File: config.mk
export PLATFORM = sky130hd
export DESIGN_NAME = wide_add_seq
export DESIGN_NICKNAME = d
export VERILOG_FILES = /design/src/rtl/wide_add_seq.sv
export SDC_FILE = /design/constraint.sdc
export NUM_CORES = 1
export LEC_CHECK = 0
export BUFFER_PORTS_ARGS = -buffer_cell sky130_fd_sc_hd__buf_2
export CAP_MARGIN = 10
export CORE_UTILIZATION = 35
export CTS_CLUSTER_DIAMETER = 120
export DETAILED_ROUTE_END_ITERATION = 8
export PLACE_DENSITY = 0.53
export REMOVE_ABC_BUFFERS = 1
export SKIP_CTS_REPAIR_TIMING = 1
export SLEW_MARGIN = 20
export SYNTH_ARGS = -nofsm -noshare
export SYNTH_HDL_FRONTEND = slang
export SYNTH_SLANG_ARGS = --single-unit
File: constraint.sdc
create_clock -name clk -period 7.8 [get_ports clk]
set_input_delay 1.95 -clock clk [delete_from_list [all_inputs] [get_ports clk]]
set_output_delay 1.95 -clock clk [all_outputs]
set_load 0.02 [all_outputs]
File: src/rtl/wide_add_seq.sv
// Multi-cycle wide adder: {cout,s} = a + b + cin on W*N-bit operands,
// computed with a single W-bit adder slice reused for N passes, LSB slice
// first, with the inter-slice carry held in a register.
//
// Ports:
//   clk, rst_n          clock, synchronous active-low reset
//   in_valid/in_ready   operand handshake (in_ready high only in IDLE)
//   a, b, cin           operands and carry-in, sampled at the accept edge
//   out_valid/out_ready result handshake (out_valid high only in DONE)
//   s, cout             registered sum and carry-out, held while in DONE
module wide_add_seq #(
  parameter int unsigned W = 16,
  parameter int unsigned N = 4
) (
  input  logic            clk,
  input  logic            rst_n,
  input  logic            in_valid,
  output logic            in_ready,
  input  logic [W*N-1:0]  a,
  input  logic [W*N-1:0]  b,
  input  logic            cin,
  output logic            out_valid,
  input  logic            out_ready,
  output logic [W*N-1:0]  s,
  output logic            cout
);

  localparam int unsigned XW = W * N;
  localparam int unsigned IW = (N > 1) ? $clog2(N) : 1;
  localparam logic [IW-1:0] LAST_IDX = IW'(N - 1);

  typedef enum logic [1:0] {
    IDLE = 2'd0,
    RUN  = 2'd1,
    DONE = 2'd2
  } state_t;

  state_t          state_q, state_d;
  logic [XW-1:0]   a_q, a_d;
  logic [XW-1:0]   b_q, b_d;
  logic [XW-1:0]   s_q, s_d;
  logic            carry_q, carry_d;
  logic            cout_q, cout_d;
  logic [IW-1:0]   idx_q, idx_d;
  logic            in_ready_q, in_ready_d;
  logic            out_valid_q, out_valid_d;

  // Slice datapath for the current pass
  logic [31:0]     slice_sh;
  logic [W-1:0]    slice_a;
  logic [W-1:0]    slice_b;
  logic [W-1:0]    slice_sum;
  logic            slice_c;
  logic [XW-1:0]   slice_mask;

  // Select the active slice, add it with the running carry, and build the
  // write mask that places the slice sum back into s.
  always_comb begin
    slice_sh   = 32'(idx_q) * W;
    slice_a    = W'(a_q >> slice_sh);
    slice_b    = W'(b_q >> slice_sh);
    {slice_c, slice_sum} = (W+1)'(slice_a) + (W+1)'(slice_b) + (W+1)'(carry_q);
    slice_mask = XW'({W{1'b1}}) << slice_sh;
  end

  // Next-state and next-output logic
  always_comb begin
    state_d     = state_q;
    a_d         = a_q;
    b_d         = b_q;
    s_d         = s_q;
    carry_d     = carry_q;
    cout_d      = cout_q;
    idx_d       = idx_q;

    case (state_q)
      IDLE: begin
        if (in_valid && in_ready_q) begin
          a_d     = a;
          b_d     = b;
          carry_d = cin;
          idx_d   = '0;
          state_d = RUN;
        end
      end
      RUN: begin
        // Only the active slice of s is rewritten; upper slices keep their
        // old contents until their own pass.
        s_d     = (s_q & ~slice_mask) | (XW'(slice_sum) << slice_sh);
        carry_d = slice_c;
        idx_d   = idx_q + IW'(1);
        if (idx_q == LAST_IDX) begin
          cout_d  = slice_c;
          state_d = DONE;
        end
      end
      DONE: begin
        if (out_ready) begin
          state_d = IDLE;
        end
      end
      default: begin
        state_d = IDLE;
      end
    endcase

    // Handshake flags are registered copies of the next state decode.
    in_ready_d  = (state_d == IDLE);
    out_valid_d = (state_d == DONE);
  end

  // State and datapath registers
  always_ff @(posedge clk) begin
    if (!rst_n) begin
      state_q     <= IDLE;
      a_q         <= '0;
      b_q         <= '0;
      s_q         <= '0;
      carry_q     <= 1'b0;
      cout_q      <= 1'b0;
      idx_q       <= '0;
      in_ready_q  <= 1'b1;
      out_valid_q <= 1'b0;
    end else begin
      state_q     <= state_d;
      a_q         <= a_d;
      b_q         <= b_d;
      s_q         <= s_d;
      carry_q     <= carry_d;
      cout_q      <= cout_d;
      idx_q       <= idx_d;
      in_ready_q  <= in_ready_d;
      out_valid_q <= out_valid_d;
    end
  end

  assign in_ready  = in_ready_q;
  assign out_valid = out_valid_q;
  assign s         = s_q;
  assign cout      = cout_q;

endmodule

==> run_results.csv <==
group,metric,value,unit
global_route,grt.met1_usage,28.44,%
yosys,yosysTopAreaCellShare,46.07,%
clock_network,tritoncts,"yes",
route,drc,0,
timing,finalSetupViolations,0,
route,viasPerCell,5.117,
setup_path,worst_ep_arrival_time,4300,ps
flow_run,timing.max_cap.violations,0,
timing,fin_crit,3970,ps
clock_network,clock_sinks,200,
route,detail_route.wl_per_cell,16.31,um
clock_network,cts-htree-levels,4,
yosys,synth_cell_type_count,63,
timing,tightestPinTransition,904.7,ps
timing,setup_repair_after_global_routing_missed_its_margin,"no",
timing,maxSlewHeadroom,39.36,%
setup_path,reg2reg_depth,8,
setup_path,rrSetupSlack,3830,ps
yosys,yosys_register_bits,200,
layout,finish.net_count,1291,
global_route,global_route_wire_length_before_repair,38.67,mm
die,placement_rows,57,
route,drt_pre_antenna_iters,5,
die,initial_utilization,35.74,%
route,dr_total_vias,7543,
layout,num_antenna_cells,0,
setup_path,path_delay_family,"compound AO/OA/AOI/OAI gates",
timing,hold_viol,0,
die,chipWidth,159.6,um
run_status,result_of_the_run,"complete, no violations",
placement,placement.io_buffers,199,
setup_path,critical_path.n_buffers_inverters,1,
setup_path,critical_path_depth,8,
yosys,yosysSeqAreaShare,46.07,%
placement,post-dp-hpwl,16.30,mm
setup_path,end_kind,"flop",
yosys,yosys.area.top_type,"dfxtp_1",
yosys,ys_dominant_reg_cell,"dfxtp_1",
setup_path,worstSetupPathType,"reg -> reg",
placement,placedCellCount,1442,
placement,gp_routability_congestion,0.7837,
yosys,synth_commonest_cells,"nand2_1, dfxtp_1, a21oi_1",
placement,placed_area,0.009812,sq mm
global_route,grt_usage,19.22,%
layout,post_route_cells_drive_above_1_share,25.04,%
yosys,synthArstFlopShare,0,%
setup_path,r2r-end,"s[31]",
setup_path,timing.rr.start,"idx_q[0]",
yosys,syn-mean-instance-area,8.805,sq um
global_route,antenna_found_initial,0,
clock_network,root_buffer_selected_by_cts,"clkbuf_16",
global_route,globalRoute.totalOverflow,0,
global_route,pin_count_of_the_biggest_net_entering_global_routing,109,
yosys,mappedNetlistArea,0.008691,sq mm
route,detailedRoute.firstIterationViolations,523,
route,postRouteAntennaNets,0,
global_route,groute.layer.met2.usage,28.64,%
yosys,synth_warnings,0,
setup_path,critical_path_peak_fanout,24,
layout,stdcell_area,0.01038,sq mm
die,design.die.area,0.02547,sq mm
clock_network,cts-buffers-inserted,17,
setup_path,crit_slowest_cell,"dfxtp_2",
die,io_pins,200,
route,postRouteWirelength,24.04,mm
setup_path,worst_path_largest_cell_delay,800,ps
power,fin_total_pwr,2.334,mW
setup_path,timing.critical_path.cells,"buf_4 > mux4_2 > ha_1 > a211oi_1 > o211a_1 > a2111oi_2 > o311ai_2 > a32o_1",
yosys,synth-edff-count,0,
global_route,grt.met3_usage,3.126,%
clock_network,worst_setup_hold_path_clk_slew,70,ps
timing,achievable-frequency,251.9,MHz
setup_path,critical_path_required,8130,ps
setup_path,crit_path_end,"s[31]",
power,power_per_cell_area,224.9,mW/mm^2
timing,fin_crit_share,50.90,%
worst_hold_path,hold_path_class,"reg -> reg",
timing,setup_tns,0,ps
yosys,dominant_cell_by_count_in_the_synthesized_netlist,"nand2_1",
setup_path,start_kind,"flop",
power,worst_ir_drop_vdd,0.1014,mV
yosys,syn_inst,987,
clock_network,clock_path_buffers,2,
die,floorplan.die.height,159.6,um
power,power_leakage,4.151,nW
layout,instances_no_fill,1474,
die,placeable_core_region,0.02432,sq mm
yosys,post_synth_main_area_contributors,"dfxtp_1, nand2_1, a21oi_1, mux4_2, ha_1",
timing,clock-skew-final,10.21,ps
clock_network,clock_insertion_delay_worst_skew,430,ps
setup_path,timing.critical_path.from,"idx_q[0]",
timing,final_max_tran_viols,0,
global_route,first_global_vias,7054,
global_route,top_usage_layer,"met2",
layout,syn_to_final_growth,19.38,%
==> area by class of cell <==
type	count	area, sq um
inverter	7	31.28
sequential	200	4006
fill	2560	13940
multi-input combinational	705	4320
timing repair buffer	206	1052
clock buffer	22	464.2
tap	324	405.4
clock inverter	10	95.09
==> layer usage <==
layer  wire length, um  up-vias
met2             10600      225
met1             11950     3538
met5                 0        -
met3              1215       18
met4               266        0
li1                  -     3762
==> cells in the final DEF, fill, tap and decap left out, types with 3 or more instances in the layout <==
| master | n |
|---|---|
| or4b_1 | 3 |
| o31ai_1 | 5 |
| buf_4 | 6 |
| mux4_2 | 32 |
| nand2_1 | 277 |
| a21o_1 | 3 |
| clkinv_4 | 3 |
| clkbuf_1 | 3 |
| dfxtp_1 | 198 |
| nor3_1 | 7 |
| inv_1 | 6 |
| nor2_1 | 40 |
| a31oi_1 | 5 |
| a22oi_1 | 29 |
| xor2_1 | 4 |
| clkinv_2 | 3 |
| ha_1 | 19 |
| a32oi_1 | 4 |
| nor2b_1 | 5 |
| o21ai_0 | 17 |
| clkbuf_16 | 17 |
| o21a_1 | 3 |
| nand3_1 | 25 |
| or3b_1 | 3 |
| a21oi_1 | 152 |
| xnor2_1 | 3 |
| and2_1 | 4 |
| buf_2 | 199 |
| a32o_1 | 12 |
| nor3_2 | 3 |
| o21ai_1 | 7 |
| nor4_1 | 3 |
==> registers in the layout, summed over array words and instances, names as in the netlist <==
| name | count |
|---|---|
| state_q | 2 |
| out_valid | 1 |
| cout | 1 |
| b_q | 64 |
| a_q | 64 |
| s | 64 |
| idx_q | 2 |
| in_ready | 1 |
| carry_q | 1 |
==> how the worst min path moves through the flow <==
stage            start       to  slack (ps)  cells past startpoint
5_1_grt        a_q[53]  a_q[53]         470                      2
6_report       b_q[50]  b_q[50]         450                      2
3_5_place_dp   b_q[50]  b_q[50]         440                      2
3_3_place_gp     s[39]    s[39]         440                      2
4_1_cts        b_q[50]  b_q[50]         450                      2
2_1_floorplan  a_q[32]  a_q[32]         430                      2
==> worst reg2reg max path: stages (launching register included) <==
cell       delay (ps)
dfxtp_2           800
buf_4             530
mux4_2            570
ha_1              620
a211oi_1          190
o211a_1           270
a2111oi_2         380
o311ai_2          240
a32o_1            260
==> cell families after synthesis <==
kind of cell / after synthesis / synth area share, %
and+or+nand+nor: 383 / 18.36
muxes: 33 / 8.408
DFF: 200 / 46.07
xor gates and xnor gates: 7 / 0.7055
buffers and inverters: 82 / 4.477
AOI/OAI and AO/OA: 261 / 18.79
adders and majority gates: 21 / 3.196
==> through the flow <==
stage	util [%]	worst slack, ps	hold WS, ps
after CTS	42.65	3750	453.5
final	42.66	3830	449.5
after global placement	40.35	3764	439.6
after detailed placement	40.35	3726	443.1
after global routing	42.66	3508	465.8
after floorplan	-	2693	433.1
==> power by group <==
part,switching [mW],internal [mW],leakage (nW)
clock,0.394,0.459,0.270
combinational,0.230,0.140,2.25
sequential,0.0345,1.08,1.63
total,0.658,1.68,4.15
Note: power is estimated with default switching activity, not from simulation.
